==> config.mk <==
export PLATFORM = sky130hd
export DESIGN_NAME = uart_cfg_regfile_mc
export DESIGN_NICKNAME = d
export VERILOG_FILES = /design/src/rtl/uart_cfg_regfile_mc.sv
export SDC_FILE = /design/constraint.sdc
export NUM_CORES = 1
export LEC_CHECK = 0
export CORE_MARGIN = 10
export CORE_UTILIZATION = 52
export CTS_CLUSTER_DIAMETER = 120
export DETAILED_ROUTE_END_ITERATION = 10
export HOLD_SLACK_MARGIN = 0.05
export PLACE_DENSITY = 0.77
export RECOVER_POWER = 100
export SLEW_MARGIN = 20
export SYNTH_ARGS = -nofsm -noshare
export SYNTH_HDL_FRONTEND = slang
export SYNTH_SLANG_ARGS = --single-unit
==> constraint.sdc <==
create_clock -name clk -period 2.6 [get_ports clk]
set_input_delay 0.52 -clock clk [delete_from_list [all_inputs] [get_ports clk]]
set_output_delay 0.52 -clock clk [all_outputs]
set_load 0.005 [all_outputs]
==> src/rtl/uart_cfg_regfile_mc.sv <==
// Multi-channel UART config register file: N_CH banks of CTRL/BAUD/STATUS/IRQ_EN.
// Optional CTRL[15] lock per channel enabled by defining UART_RF_LOCK_EN.
module uart_cfg_regfile_mc #(
  parameter int DATA_WIDTH = 16,
  parameter int N_CH = 2,
  parameter int READ_LATENCY = 0,
  parameter logic [DATA_WIDTH-1:0] BAUD_DEFAULT = 16'h2580,
  localparam int AW = $clog2(4*N_CH)+1
) (
  input  logic                       clk,
  input  logic                       rst,
  input  logic                       wr_en,
  input  logic [AW-1:0]              wr_addr,
  input  logic [DATA_WIDTH-1:0]      wr_data,
  output logic                       wr_err,
  input  logic                       rd_en,
  input  logic [AW-1:0]              rd_addr,
  output logic [DATA_WIDTH-1:0]      rd_data,
  output logic                       rd_valid,
  input  logic [N_CH-1:0]            uart_busy,
  input  logic [N_CH-1:0]            uart_error,
  input  logic [N_CH-1:0]            update_ok,
  output logic [N_CH-1:0]            uart_enable,
  output logic [3*N_CH-1:0]          uart_mode,
  output logic [DATA_WIDTH*N_CH-1:0] uart_rate,
  output logic [N_CH-1:0]            irq
);

  localparam logic [AW-1:0] NREG = AW'(4*N_CH);
  localparam int CW = AW-2;

  logic [DATA_WIDTH-1:0] ctrl [N_CH];
  logic [DATA_WIDTH-1:0] act  [N_CH];
  logic [DATA_WIDTH-1:0] shd  [N_CH];
  logic [N_CH-1:0] busy_q, err, pend, ien, irq_q;
  logic [N_CH-1:0] wsel, rsel, lock;
  logic [1:0] wreg, rreg;
  logic wr_inb, rd_inb, wr_rej;
  logic [DATA_WIDTH-1:0] rval;

  assign wreg   = wr_addr[1:0];
  assign rreg   = rd_addr[1:0];
  assign wr_inb = wr_en && (wr_addr < NREG);
  assign rd_inb = rd_en && (rd_addr < NREG);

  // Per-channel address decode and lock state
  always_comb begin
    wsel = '0;
    rsel = '0;
    lock = '0;
    for (int c = 0; c < N_CH; c++) begin
      wsel[c] = wr_inb && (wr_addr[AW-1:2] == CW'(c));
      rsel[c] = rd_inb && (rd_addr[AW-1:2] == CW'(c));
`ifdef UART_RF_LOCK_EN
      lock[c] = ctrl[c][15];
`else
      lock[c] = 1'b0;
`endif
    end
  end

  // OOB writes, and CTRL/BAUD writes to a locked bank, are rejected
  assign wr_rej = wr_en && (!wr_inb || ((|(wsel & lock)) && !wreg[1]));

  // Register state: commit, shadow load, sticky error, irq
  always_ff @(posedge clk) begin
    if (rst) begin
      for (int c = 0; c < N_CH; c++) begin
        ctrl[c] <= '0;
        act[c]  <= BAUD_DEFAULT;
        shd[c]  <= BAUD_DEFAULT;
      end
      busy_q <= '0;
      err    <= '0;
      pend   <= '0;
      ien    <= '0;
      irq_q  <= '0;
      wr_err <= 1'b0;
    end else begin
      busy_q <= uart_busy;
      irq_q  <= err & ien;
      wr_err <= wr_rej;
      for (int c = 0; c < N_CH; c++) begin
        if (wsel[c] && wreg == 2'd0 && !lock[c])
          ctrl[c] <= wr_data;
        if (update_ok[c] && pend[c]) begin
          act[c]  <= shd[c];
          pend[c] <= 1'b0;
        end
        if (wsel[c] && wreg == 2'd1 && !lock[c]) begin
          shd[c]  <= wr_data;
          pend[c] <= 1'b1;
        end
        if (wsel[c] && wreg == 2'd2 && wr_data[1])
          err[c] <= 1'b0;
        if (uart_error[c])
          err[c] <= 1'b1;
        if (wsel[c] && wreg == 2'd3)
          ien[c] <= wr_data[1];
      end
    end
  end

  // Latency-0 read mux with same-address write bypass on CTRL/IRQ_EN
  always_comb begin
    rval = '0;
    for (int c = 0; c < N_CH; c++) begin
      if (rsel[c]) begin
        case (rreg)
          2'd0: rval = (wsel[c] && wreg == 2'd0 && !lock[c]) ? wr_data : ctrl[c];
          2'd1: rval = act[c];
          2'd2: rval = DATA_WIDTH'({pend[c], err[c], busy_q[c]});
          default: rval = DATA_WIDTH'({(wsel[c] && wreg == 2'd3) ? wr_data[1] : ien[c], 1'b0});
        endcase
      end
    end
  end

  generate
    if (READ_LATENCY == 0) begin : g_rl0
      assign rd_data  = rval;
      assign rd_valid = rd_inb;
    end else begin : g_rl1
      // Registered read port
      always_ff @(posedge clk) begin
        if (rst) begin
          rd_data  <= '0;
          rd_valid <= 1'b0;
        end else begin
          rd_data  <= rval;
          rd_valid <= rd_inb;
        end
      end
    end
  endgenerate

  // UART-facing outputs follow stored registers
  always_comb begin
    uart_enable = '0;
    uart_mode   = '0;
    uart_rate   = '0;
    for (int c = 0; c < N_CH; c++) begin
      uart_enable[c]                      = ctrl[c][0];
      uart_mode[3*c +: 3]                 = ctrl[c][3:1];
      uart_rate[DATA_WIDTH*c +: DATA_WIDTH] = act[c];
    end
  end

  assign irq = irq_q;

endmodule

### Word level (Yosys, flattened, before mapping)

Memory sizes are Yosys's and may differ from the RTL's.
Index checks and enable logic that the tools add are counted.
W data, S select, Z words.

| word-level totals | value |
|---|---|
| register bits | 11 |
| memory bits (writable) | 96 |
| input bits | 34 |
| word-level logic and storage cells | 97 |
| memories kept | 3 |

Memory list:

| name | depth | bits a word | read ports | clocked after Yosys merged registers in | write ports | line | source |
|---|---|---|---|---|---|---|---|
| act | 2 | 16 | 2 | 0 | 2 | 33 | `logic [DATA_WIDTH-1:0] act [N_CH];` |
| ctrl | 2 | 16 | 2 | 0 | 2 | 32 | `logic [DATA_WIDTH-1:0] ctrl [N_CH];` |
| shd | 2 | 16 | 2 | 0 | 2 | 34 | `logic [DATA_WIDTH-1:0] shd [N_CH];` |

| cells by class | value |
|---|---|
| $lt $le $gt $ge | 2 |
| eq/ne operators | 7 |
| muxes and demuxes | 42 |
| bitwise gates (word level) | 7 |
| reductions and logical operators | 28 |

Operator list:

| kind | count |
|---|---|
| $mux W16 | 10 |
| $pmux W16 S3 | 2 |
| $mux W1 | 30 |
| $logic_and A1 B1 Y1 | 19 |
| $eq A2 B1 Y1 const B | 4 |
| $logic_not A2 Y1 | 4 |
| $lt A4 B4 Y1 const B | 2 |
| $reduce_bool A2 Y1 | 4 |
| $eq A2 B2 Y1 const B | 3 |
| $or A1 B1 Y1 | 6 |
| $and A2 B2 Y2 | 1 |
| $logic_not A1 Y1 | 1 |

### Longest topological paths before layout

| depth | value |
|---|---|
| depth after elaboration | 8 |
| gate-level depth with buffers | 7 |
| gate-level depth less buffers | 5 |

### Worst setup path after synthesis

No wires, ideal clock.

| timing | value |
|---|---|
| path type | in2out |
| start point | input port wr_addr[3] |
| end point | output port rd_data[1] |
| arrival time | 1700 ps |
| required time | 2080 ps |
| slack | 380 ps |
| cell stages on the path | 6 |
| path buffers | 1 |
| path through | nor4b_4 -> and2b_1 -> buf_6 -> mux2i_1 -> o311ai_2 -> a41o_1 |

| on the way | value |
|---|---|
| word-level cells in the longest chain between the ends | 8 |
| elaborated cells between the ends (all ways) | 18 |

RTL lines:

| element | line | source |
|---|---|---|
| start: declaration | 13 | `input logic [AW-1:0] wr_addr,` |
| $lt A4 B4 Y1 | 43 | `assign wr_inb = wr_en && (wr_addr < NREG);` |
| $logic_and A1 B1 Y1 | 43 |  |
| $logic_and A1 B1 Y1 | 52 | `wsel[c] = wr_inb && (wr_addr[AW-1:2] == CW'(c));` |
| $logic_and A1 B1 Y1 (on tied branches) | 113, 110 |  |
| $mux W1 or $mux W16 (tied branches) | n/a |  |
| $pmux W16 S3 | 109 | `case (rreg)` |
| $mux W16 | 108 | `if (rsel[c]) begin` |
| $mux W16 * | 108 |  |
| end: declaration | 18 | `output logic [DATA_WIDTH-1:0] rd_data,` |

Mark *: on every way between the ends. The rest lies on a longest branch, timed or not.

### Worst setup path in the final report

| timing | value |
|---|---|
| start point | input port wr_addr[3] |
| end point | output port rd_data[2] |

| on the way | value |
|---|---|
| word-level cells in the longest chain between the ends | 8 |
| elaborated cells between the ends (all ways) | 14 |

RTL lines:

| element | line | source |
|---|---|---|
| $lt A4 B4 Y1 | 43 |  |
| $logic_and A1 B1 Y1 | 43 |  |
| $logic_and A1 B1 Y1 | 52 |  |
| $logic_and A1 B1 Y1 | 110 | `2'd0: rval = (wsel[c] && wreg == 2'd0 && !lock[c]) ? wr_data : ctrl[c];` |
| $mux W16 | 110 |  |
| $pmux W16 S3 | 109 |  |
| $mux W16 | 108 |  |
| $mux W16 * | 108 |  |

Marked as above.

==> results.txt <==
----------------------------------------------------
[Yosys]
  Most used standard cell by instance count after synthesis ... sky130_fd_sc_hd__edfxtp_1
  Most used flip-flop cell after synthesis ... sky130_fd_sc_hd__edfxtp_1
  Area fraction of the dominant cell type after synthesis ... 60.8%
  Count of cell types in the netlist ... 35
  Number of flops mapped to enable cells by yosys ... 96
  Proportion of register bits with asynchronous set or reset after synthesis ... 0%
  Most frequent cells after synthesis ... sky130_fd_sc_hd__edfxtp_1, sky130_fd_sc_hd__and2_1, sky130_fd_sc_hd__mux2i_1
  Warnings, synthesis ... 0
  Synth area leaders ... sky130_fd_sc_hd__edfxtp_1, sky130_fd_sc_hd__mux2i_1, sky130_fd_sc_hd__and2_1
  Yosys top cell by area ... sky130_fd_sc_hd__edfxtp_1
  Mean post-synth cell area ... 13.8 um2
  Gate count after technology mapping ... 343
  Sequential cell area fraction in the yosys report ... 65.4%
  Area of the mapped netlist ... 4740 um2
  Net Count, Synth ... 377
  Yosys reg bits ... 107

[Timing]
  Max Clock Skew ... 0.00829 ns
  Unrepaired setup endpoints after global routing ... true
  Actual transition at the worst max-transition pin ... 1.06 ns
  Number of hold-slack violations in the final timing report ... 0
  Peak clock frequency supported by timing ... 399 MHz
  Post-route clock period utilization ... 96.5%
  Final setup TNS ... 0 ns
  Number of setup violations in the final report ... 0
  Relative slew slack ... 29.5%
  Final Slew Violations ... 0
  Final Critical Period ... 2.51 ns

[Final layout]
  Number of fill cells ... 619
  NumNets Final ... 505
  Area growth, synth to finish ... 30.6%
  Count of inserted antenna diode cells ... 0
  Post-route core utilization ... 70.4%
  Layout cells sized above 1 ... 17.6%

[Global routing]
  First-pass GRT wire length ... 17,800 um
  Largest net degree at the start of global routing ... 25
  Tot GR Track Use ... 17.4%
  Vias in the first global route ... 3,267
  Number of antenna violations at the first check in global routing ... 0
  Aggregate global routing overflow ... 0

[Floorplan]
  Boundary Pins ... 94
  Die Footprint ... 13,300 um2
  Die width ... 116 um
  Area of the core region ... 8810 um2
  Placement row count ... 34
  Vertical extent of the die ... 116 um
  Starting utilization of the core area ... 53.9%

[Pwr]
  Maximum ir drop on the vdd rail ... 482 uV
  Power per cell area ... 557 nW/um2
  Leakage ... 0.00243 uW

[Placement]
  Detailed-placement wirelength estimate ... 8760 um
  Port-buffer cells ... 93
  Final weighted congestion in routability-driven placement ... 0.840

[Worst setup path]
  Crit path DAT ... 1.99 ns
  Startpoint of the most critical register-to-register path ... pend[0]
  Element type at the critical path start ... input port
  Largest driver fanout on the critical path ... 7
  Req. time, crit path ... 2.08 ns
  Internal reg-to-reg setup slack ... 1.06 ns
  Worst setup endpoint ... rd_data[2]
  FF-to-FF path depth ... 4
  Worst reg2reg endpoint ... act[0][1]
  Setup crit end kind ... primary output
  CP Launch Point ... wr_addr[3]
  Classification of the worst setup path ... in2out

[Hold path]
  Hold Crit Class ... reg2reg

[Route]
  Detailed-route DRC error count ... 0
  First drt pass iteration count ... 4
  Detailed Route WL ... 11,500 um
  Post-detailed-route wirelength per cell ... 19.7 um
  Ratio of routed vias to standard cells ... 5.41
  Number of DRC markers in iteration 0 ... 176
  Count of nets left with antenna violations after detail routing ... 0
  Number of vias in the routed layout ... 3,160

[Clocking]
  Sinks on the clock net ... 107
  Insertion delay of the later-clocked pin in the worst-skew pair ... 0.38 ns
  Clk buf depth ... 2
  Clock tree from TritonCTS ... yes
  Cts bufs inserted ... 9
  Number of H-tree levels ... 3
  Cell at the root of the clock tree ... sky130_fd_sc_hd__clkbuf_8
  Clock transition time at the flip-flop clock pins of the worst setup and hold paths ... 0.11 ns
  Post-CTS Hold Buffers ... 0

[Outcome]
  Status ... complete, no violations

[Flow run]
  Max-cap violations ... 0

----------------------------------------------------
-- repair_timing --
item                                    CTS  global route
setup buffers                             4             3
endpoints found under the setup margin   16            11
resized for setup                        86            15
pin swaps                                 9             3
-- sequential cells by signal, summed over array words and instances, names as in the netlist --
register and cells:
shd 32, act 32, pend 2, wr_err 1, err 2, irq 2, busy_q 2, ien 2
ctrl 32
-- area by class of cell --
type	instances	area [um2]	share of cell area, %
clock buffer	9	124	2.00
clock inverter	7	108	1.74
inverter	1	3.75	0.0606
multi-input combinational	210	1520	24.4
sequential	107	3100	50.1
tap	108	135	2.18
timing repair buffer	142	1210	19.5
-- worst min path at each step --
stage	start	end	slack, ns	cells past startpoint
2_1_floorplan	ien[0]	irq[0]	0.42	2
3_3_place_gp	ien[0]	irq[0]	0.43	2
3_5_place_dp	ien[0]	irq[0]	0.43	2
6_report	ien[0]	irq[0]	0.44	2
4_1_cts	wr_addr[3]	wr_err	0.39	3
5_1_grt	ien[0]	irq[0]	0.47	2
-- per-layer routing --
metal	track usage, %	share of wire, %	vias up
met5	0	0	-
met3	5.58	5.9	9
met2	30.3	52	85
met4	4.05	0.78	0
li1	-	-	1516
met1	20.6	41	1550
-- critical path: stages --
cell                      delay (ns)
sky130_fd_sc_hd__buf_8          0.10
sky130_fd_sc_hd__nor4b_4        0.28
sky130_fd_sc_hd__buf_4          0.18
sky130_fd_sc_hd__buf_4          0.11
sky130_fd_sc_hd__nand2_4        0.06
sky130_fd_sc_hd__buf_12         0.14
sky130_fd_sc_hd__mux2i_1        0.17
sky130_fd_sc_hd__nor2_1         0.06
sky130_fd_sc_hd__a211o_1        0.23
sky130_fd_sc_hd__buf_2          0.13
-- stage by stage --
step	setup slack [ns]	hold WS, ns	instance area, um2	instances	power [uW]
global placement	-0.642	0.426	6040	561	2360
global route	-0.0242	0.470	6200	584	3570
finish	0.0914	0.442	6200	584	3450
CTS	0.0164	0.389	6230	581	3490
floorplan	0.380	0.417	4740	343	2150
detailed placement	-0.687	0.427	6040	561	2380
-- cell usage in the layout (no fill, tap or decap), types with 10 or more instances in the layout --
| master | netlist | final |
|---|---|---|
| sky130_fd_sc_hd__and2_1 | 53 | 44 |
| sky130_fd_sc_hd__nand2b_1 | 10 | 10 |
| sky130_fd_sc_hd__buf_4 | 8 | 35 |
| sky130_fd_sc_hd__o21ai_0 | 16 | 14 |
| sky130_fd_sc_hd__clkdlybuf4s50_1 | 0 | 66 |
| sky130_fd_sc_hd__mux2i_1 | 45 | 45 |
| sky130_fd_sc_hd__buf_2 | 1 | 17 |
| sky130_fd_sc_hd__o22a_1 | 13 | 13 |
| sky130_fd_sc_hd__edfxtp_1 | 96 | 96 |
| sky130_fd_sc_hd__dfxtp_1 | 11 | 11 |
| sky130_fd_sc_hd__nor2_1 | 12 | 11 |
| sky130_fd_sc_hd__nand2_1 | 11 | 11 |
| sky130_fd_sc_hd__clkbuf_1 | 13 | 10 |
-- cells by family (layout without fill, tap and decap cells) --
| group | after synthesis | after routing | synth area share, % |
|---|---|---|---|
| and+or+nand+nor | 117 | 117 | 14.5 |
| DFF | 107 | 107 | 65.4 |
| AOI/OAI and AO/OA | 48 | 48 | 7.31 |
| muxes | 45 | 45 | 9.49 |
| buffers and inverters | 26 | 159 | 3.27 |
-- where the power goes --
part / leakage, uW / internal, uW / switching [uW] / total (uW)
combinational: 0.00130 / 173 / 160 / 333
sequential: 0.00101 / 1950 / 32.4 / 1990
clock: 0.000117 / 489 / 645 / 1130
No activity file was read; power rests on OpenSTA's default activity.
